<file path="src/rtl/signedness_pkg.sv">
// Shared widths and helpers for the signed/unsigned multiplier pair.
// Default operand widths and the full-precision product width rule.
package signedness_pkg;

    localparam int AW_DEF = 3;
    localparam int BW_DEF = 2;

    function automatic int prod_w(input int aw, input int bw);
        return aw + bw;
    endfunction

endpackage

</file>
<file path="src/rtl/signedness_mul_core.sv">
// Combinational full-precision multiply with explicit operand extension.
// SIGNED selects sign- or zero-extension of both operands to CW bits.
module mul_core
    import signedness_pkg::*;
#(
    parameter  int AW     = AW_DEF,
    parameter  int BW     = BW_DEF,
    parameter  bit SIGNED = 1'b1,
    localparam int CW     = prod_w(AW, BW)
) (
    input  logic [AW-1:0] a_i,
    input  logic [BW-1:0] b_i,
    output logic [CW-1:0] p_o
);

    logic          a_fill;
    logic          b_fill;
    logic [CW-1:0] a_ext;
    logic [CW-1:0] b_ext;

    assign a_fill = SIGNED ? a_i[AW-1] : 1'b0;
    assign b_fill = SIGNED ? b_i[BW-1] : 1'b0;

    assign a_ext = {{(CW-AW){a_fill}}, a_i};
    assign b_ext = {{(CW-BW){b_fill}}, b_i};

    // Low CW bits of the extended product are exact two's complement.
    assign p_o = a_ext * b_ext;

endmodule

</file>
<file path="src/rtl/signedness.sv">
// Registered signed and unsigned multiplier pair sharing operand widths.
// Each path is one mul_core followed by an async-reset output register.
module signedness
    import signedness_pkg::*;
#(
    parameter  int AW = AW_DEF,
    parameter  int BW = BW_DEF,
    localparam int CW = prod_w(AW, BW)
) (
    input  logic          clk,
    input  logic          rst_n,
    input  logic [AW-1:0] a,
    input  logic [BW-1:0] b,
    output logic [CW-1:0] c,
    input  logic [AW-1:0] au,
    input  logic [BW-1:0] bu,
    output logic [CW-1:0] cu
);

    logic [CW-1:0] c_d;
    logic [CW-1:0] c_q;
    logic [CW-1:0] cu_d;
    logic [CW-1:0] cu_q;

    mul_core #(
        .AW     (AW),
        .BW     (BW),
        .SIGNED (1'b1)
    ) u_mul_s (
        .a_i (a),
        .b_i (b),
        .p_o (c_d)
    );

    mul_core #(
        .AW     (AW),
        .BW     (BW),
        .SIGNED (1'b0)
    ) u_mul_u (
        .a_i (au),
        .b_i (bu),
        .p_o (cu_d)
    );

    always_ff @(posedge clk or negedge rst_n) begin
        if (!rst_n) begin
            c_q  <= '0;
            cu_q <= '0;
        end else begin
            c_q  <= c_d;
            cu_q <= cu_d;
        end
    end

    assign c  = c_q;
    assign cu = cu_q;

endmodule

</file>
<file path="config.mk">
export PLATFORM = sky130hd
export DESIGN_NAME = signedness
export DESIGN_NICKNAME = d
export VERILOG_FILES = /design/src/rtl/signedness_pkg.sv /design/src/rtl/signedness_mul_core.sv /design/src/rtl/signedness.sv
export SDC_FILE = /design/constraint.sdc
export NUM_CORES = 1
export LEC_CHECK = 0
export CAP_MARGIN = 20
export CORE_AREA = 10 10 47 49
export CTS_BUF_LIST = sky130_fd_sc_hd__clkbuf_8 sky130_fd_sc_hd__clkbuf_16
export DETAILED_ROUTE_END_ITERATION = 16
export DIE_AREA = 0 0 57 59
export PLACE_DENSITY = 0.72
export RECOVER_POWER = 100
export SLEW_MARGIN = 15
export SYNTH_ARGS = -nofsm -noshare
export SYNTH_HDL_FRONTEND = slang
export SYNTH_SLANG_ARGS = --single-unit
</file>
<file path="constraint.sdc">
create_clock -name clk -period 0.8 [get_ports clk]
set_input_delay 0.08 -clock clk [delete_from_list [all_inputs] [get_ports clk]]
set_output_delay 0.08 -clock clk [all_outputs]
set_load 0.05 [all_outputs]
</file>
======== Word level (Yosys, flattened, before mapping) ========
Cells that the tools add are included.
word-level totals
  register bits after elaboration ......... 10
  logic and storage cells ................. 4
  bits of input ports ..................... 12
  output and inout bits ................... 10
operators by class
  multipliers ............................. 2
operators with widths
  kind                                         number
  3-bit by 2-bit multiplier with 5-bit output  2

======== Logic depth before layout (Yosys ltp) ========
Gate-level depths: netlist of the first run.
  depth after elaboration ................. 1
  mapped depth ............................ 6
  mapped depth without buffers ............ 6

======== By module ========
A second synthesis of the first run with hierarchy kept.
second synthesis, totals
  cell total of the unflattened synthesis .. 37
  area, all modules ....................... 491.7 µm²
modules (own cells, without submodules)
  module              sequential area each (µm²)  area each (µm²)  cells an instance  times used
  signedness          250.2                       250.2            10                 1
  mul_core (u_mul_s)  0.0                         121.4            11                 1
  mul_core (u_mul_u)  0.0                         120.1            16                 1

======== Least setup slack after synthesis of the first run ========
No wires, ideal clock.
  path kind ............................... input to register
  start ................................... in a[2]
  end ..................................... reg c_q[4], in the netlist c[4]
  arrival ................................. 1.258 ns
  required time ........................... 0.678 ns
  stages on the path ...................... 5
  slack ................................... -0.579 ns
  buffers on the path ..................... 0
  library setup time ...................... 0.122 ns
  cell sequence ........................... and2_2 ha_1 ha_1 fa_1 xor2_1
on the way
  longest elaborated chain between the ends .. 1
ends and longest elaborated chain
  what                                         RTL line                   RTL
  start: declaration                           signedness.sv:12           input logic [AW-1:0] a,
  3-bit by 2-bit multiplier with 5-bit output  signedness_mul_core.sv:28  assign p_o = a_ext * b_ext;
  via c_d[4]                                   signedness.sv:20           logic [CW-1:0] c_d;
  end signal: assignment                       signedness.sv:47           c_q <= '0;
  end signal: assignment                       signedness.sv:50           c_q <= c_d;
  end: declaration                             signedness.sv:21           logic [CW-1:0] c_q;
The timed path passes the listed nets, and every way through them passes these cells.

======== Worst setup path after layout of the first run ========
  start ................................... in a[0]
  end ..................................... reg c_q[3], in the netlist c[3]
The elaborated chain is that of the path after synthesis.

==> reports/qor.csv, run 1 <==
metric,value,unit
min Tclk post-route,1150,ps
Initial Util,35.0,%
crit path from,a[0],
most frequent cell after synthesis,dfrtp_1,
GR Overflow Total,0,
final antenna-violating net count,0,
Wirelength per Cell,14.8,um
ys flop type,dfrtp_1,
PortBufs,21,
Max VDD drop,0.00125,V
Clock Sinks,10,
# DRC,0,
Pleak,0.455,nW
DRT Pass-1 Iters,2,
area of the die,3360,um^2
Worst slew margin,63.9,%
global-route wire length before repair,2080,um
Final WS setup,-348,ps
Seq cells post-synth,10,
async set-reset flop share out of synthesis,100,%
largest cells by area after synthesis,"dfrtp_1 (51%), fa_1 (12%), ha_1 (10%)",
Worst setup EP type,flip-flop,
I/O pin cnt,22,
DR iter-0 viols,4,
CTS tree,yes,
Setup Crit Path Kind,input port to flip-flop,
fmax,871,MHz
CP top delay family,adder cells,
row cnt,14,
drt total wl,1290,um
crit path cell chain,"buf_6, nand2b_4, fa_2, inv_2, ha_4, fa_2",
Mapped Area,490,um^2
Pwr Total,1.77,mW
gr usage total,7.98,%
Die Y,59,um
RSZ-0062 raised after global routing,yes,
chip width,57,um
vias per cell,4.44,
pre-CTS setup slack,-1060,ps
diode count,0,
Cells after Synth,40,
cell depth of the worst setup path,6,
Slew Limit Fails,0,
GPL Wtd Cong,0.732,
post-synth cell types,12,
Arrival @ worst endpoint,1250,ps
Clock Path Buffers,2,
share of layout cells above drive strength 1,66.2,%
Synth top area share,51.0,%
number of synthesized flops with an enable pin,0,
CP Buf/Inv Count,2,
Max-Cap Viols,0,
syn avg cell area,12.3,um^2
worst setup path end,c[3],
initial antenna violation count,0,
Post-Synthesis Net Count,59,
Area Growth Syn to Fin,100,%
post-synth top area cell,dfrtp_1,
DR vias,386,
Post-synth top cells,"dfrtp_1 (10), inv_1 (7), and2_1 (6), ha_1 (4), fa_1 (3)",
Nets,92,
violated checks,setup timing,
final setup fails,14,
Slowest cell on crit path,fa_2,
"Seq/Total Area, Yosys",51.0,%
Tcrit/Tclk final,144,%
core box area,1400,um^2
Clock transition at path regs,50,ps
H-Tree Level Count,1,
number of global-route vias before repair,459,
TritonCTS buffer count,3,
synth warn,0,
CP Data Required Time,900,ps
status,"complete, but fails checks",
cell mode on critical path,fa_2,
Least-Margin Pin Slew,542,ps
crit start category,input port,
Root Driver,clkbuf_8,
power density cells,1810,nW/um^2
Final Hold Viols,0,
largest net degree at the start of global routing,11,
Detailed Place HPWL,1050,um
HP Class,input port to flip-flop,
largest fanout on the critical path,2,
CP peak stage delay,430,ps
[final cells by class]
type / count / area (um^2)
repair buffers: 28 / 347
flip-flops and latches: 10 / 250
inverters: 7 / 26.3
well taps: 16 / 20.0
multi-input cells: 23 / 297
clock buffers: 3 / 41.3
fillers: 94 / 420
[report_power, final]
part           total (mW)  leakage (nW)  switching, mW  internal, mW
combinational       0.654         0.310          0.319         0.335
sequential          0.604         0.124         0.0433         0.561
clock               0.514        0.0216          0.185         0.329
[registers in the layout (all words and copies together), names as in the netlist]
| register | cells |
|---|---|
| cu | 5 |
| c | 5 |
[metal layers]
metal  vias to the layer above  global-route usage (%)  wire length [um]
li1                        181                       -                 -
met5                         -                       0                 0
met1                       192                    7.07               433
met2                        13                    14.4               765
met3                         0                    4.29                90
met4                         0                    4.03                 0
[timing repair]
action,in CTS,in global routing
hold buffers,0,0
resized for setup,52,5
endpoints found under the setup margin,18,16
pin swaps,12,4
buffers inserted,1,0
[kinds of logic after synthesis]
kind of cell             Yosys count  share of synthesized area (%)
multiplexers                       1                           3.06
flip-flops                        10                           51.0
AND/OR/NAND/NOR                   12                           13.5
AO/OA/AOI/OAI                      1                           1.02
XOR/XNOR                           2                           3.57
buffers and inverters              7                           5.36
adder cells (fa/ha/maj)            7                           22.4
[how the worst min path moves through the flow]
stage / endpoint / startpoint / slack (ps) / cells past startpoint
finish: c[0] / a[0] / 60 / 2
global route: cu[0] / bu[0] / 60 / 2
CTS: cu[0] / au[0] / 60 / 2
detailed placement: c[3] / rst_n / 380 / 2
global placement: c[4] / rst_n / 390 / 2
floorplan: c[0] / rst_n / -220 / 0
[cell usage in the layout, fill, tap and decap left out]
master,Yosys,routed
nor2_2,0,1
ha_4,0,4
fa_2,0,3
nand2_1,2,1
nand2b_4,0,1
a21oi_2,0,1
buf_2,0,4
xor2_1,2,2
nand2_2,0,1
and2_1,6,2
buf_6,0,6
mux2_4,1,1
dfrtp_1,10,10
buf_8,0,1
inv_1,7,3
and2_4,0,4
inv_2,0,4
clkbuf_8,0,3
and2_0,0,1
clkdlybuf4s50_1,0,1
nor2_1,2,1
buf_12,0,10
clkbuf_1,0,3
buf_4,0,3
[through the flow]
step	cell area [um^2]	utilization [%]	setup TNS, ps	hold slack (ps)	cells
after floorplan	548	-	-1450	-216	40
after global placement	923	65.9	-5620	388	83
after detailed placement	923	65.9	-5840	382	83
after CTS	988	70.5	-1520	55.7	87
after global routing	981	70.0	-1870	59.0	87
final	981	70.0	-1530	60.9	87
No activity file was read; power rests on OpenSTA's default activity.
==> run 2, diff against run 1 <==
--- a/config.mk
+++ b/config.mk
@@ -12,7 +12,7 @@
 export DIE_AREA = 0 0 57 59
 export PLACE_DENSITY = 0.72
 export RECOVER_POWER = 100
-export SLEW_MARGIN = 15
+export SLEW_MARGIN = 25
 export SYNTH_ARGS = -nofsm -noshare
 export SYNTH_HDL_FRONTEND = slang
 export SYNTH_SLANG_ARGS = --single-unit
==> results of run 2 <==
Same layout as run 1: the final DEF is identical, and so are final timing and power.
==> run 3, diff against run 2 <==
--- a/config.mk
+++ b/config.mk
@@ -12,7 +12,7 @@
 export DIE_AREA = 0 0 57 59
 export PLACE_DENSITY = 0.72
 export RECOVER_POWER = 100
-export SLEW_MARGIN = 25
+export SLEW_MARGIN = 20
 export SYNTH_ARGS = -nofsm -noshare
 export SYNTH_HDL_FRONTEND = slang
 export SYNTH_SLANG_ARGS = --single-unit
==> results of run 3 <==
Same layout as run 1: the final DEF is identical, and so are final timing and power.
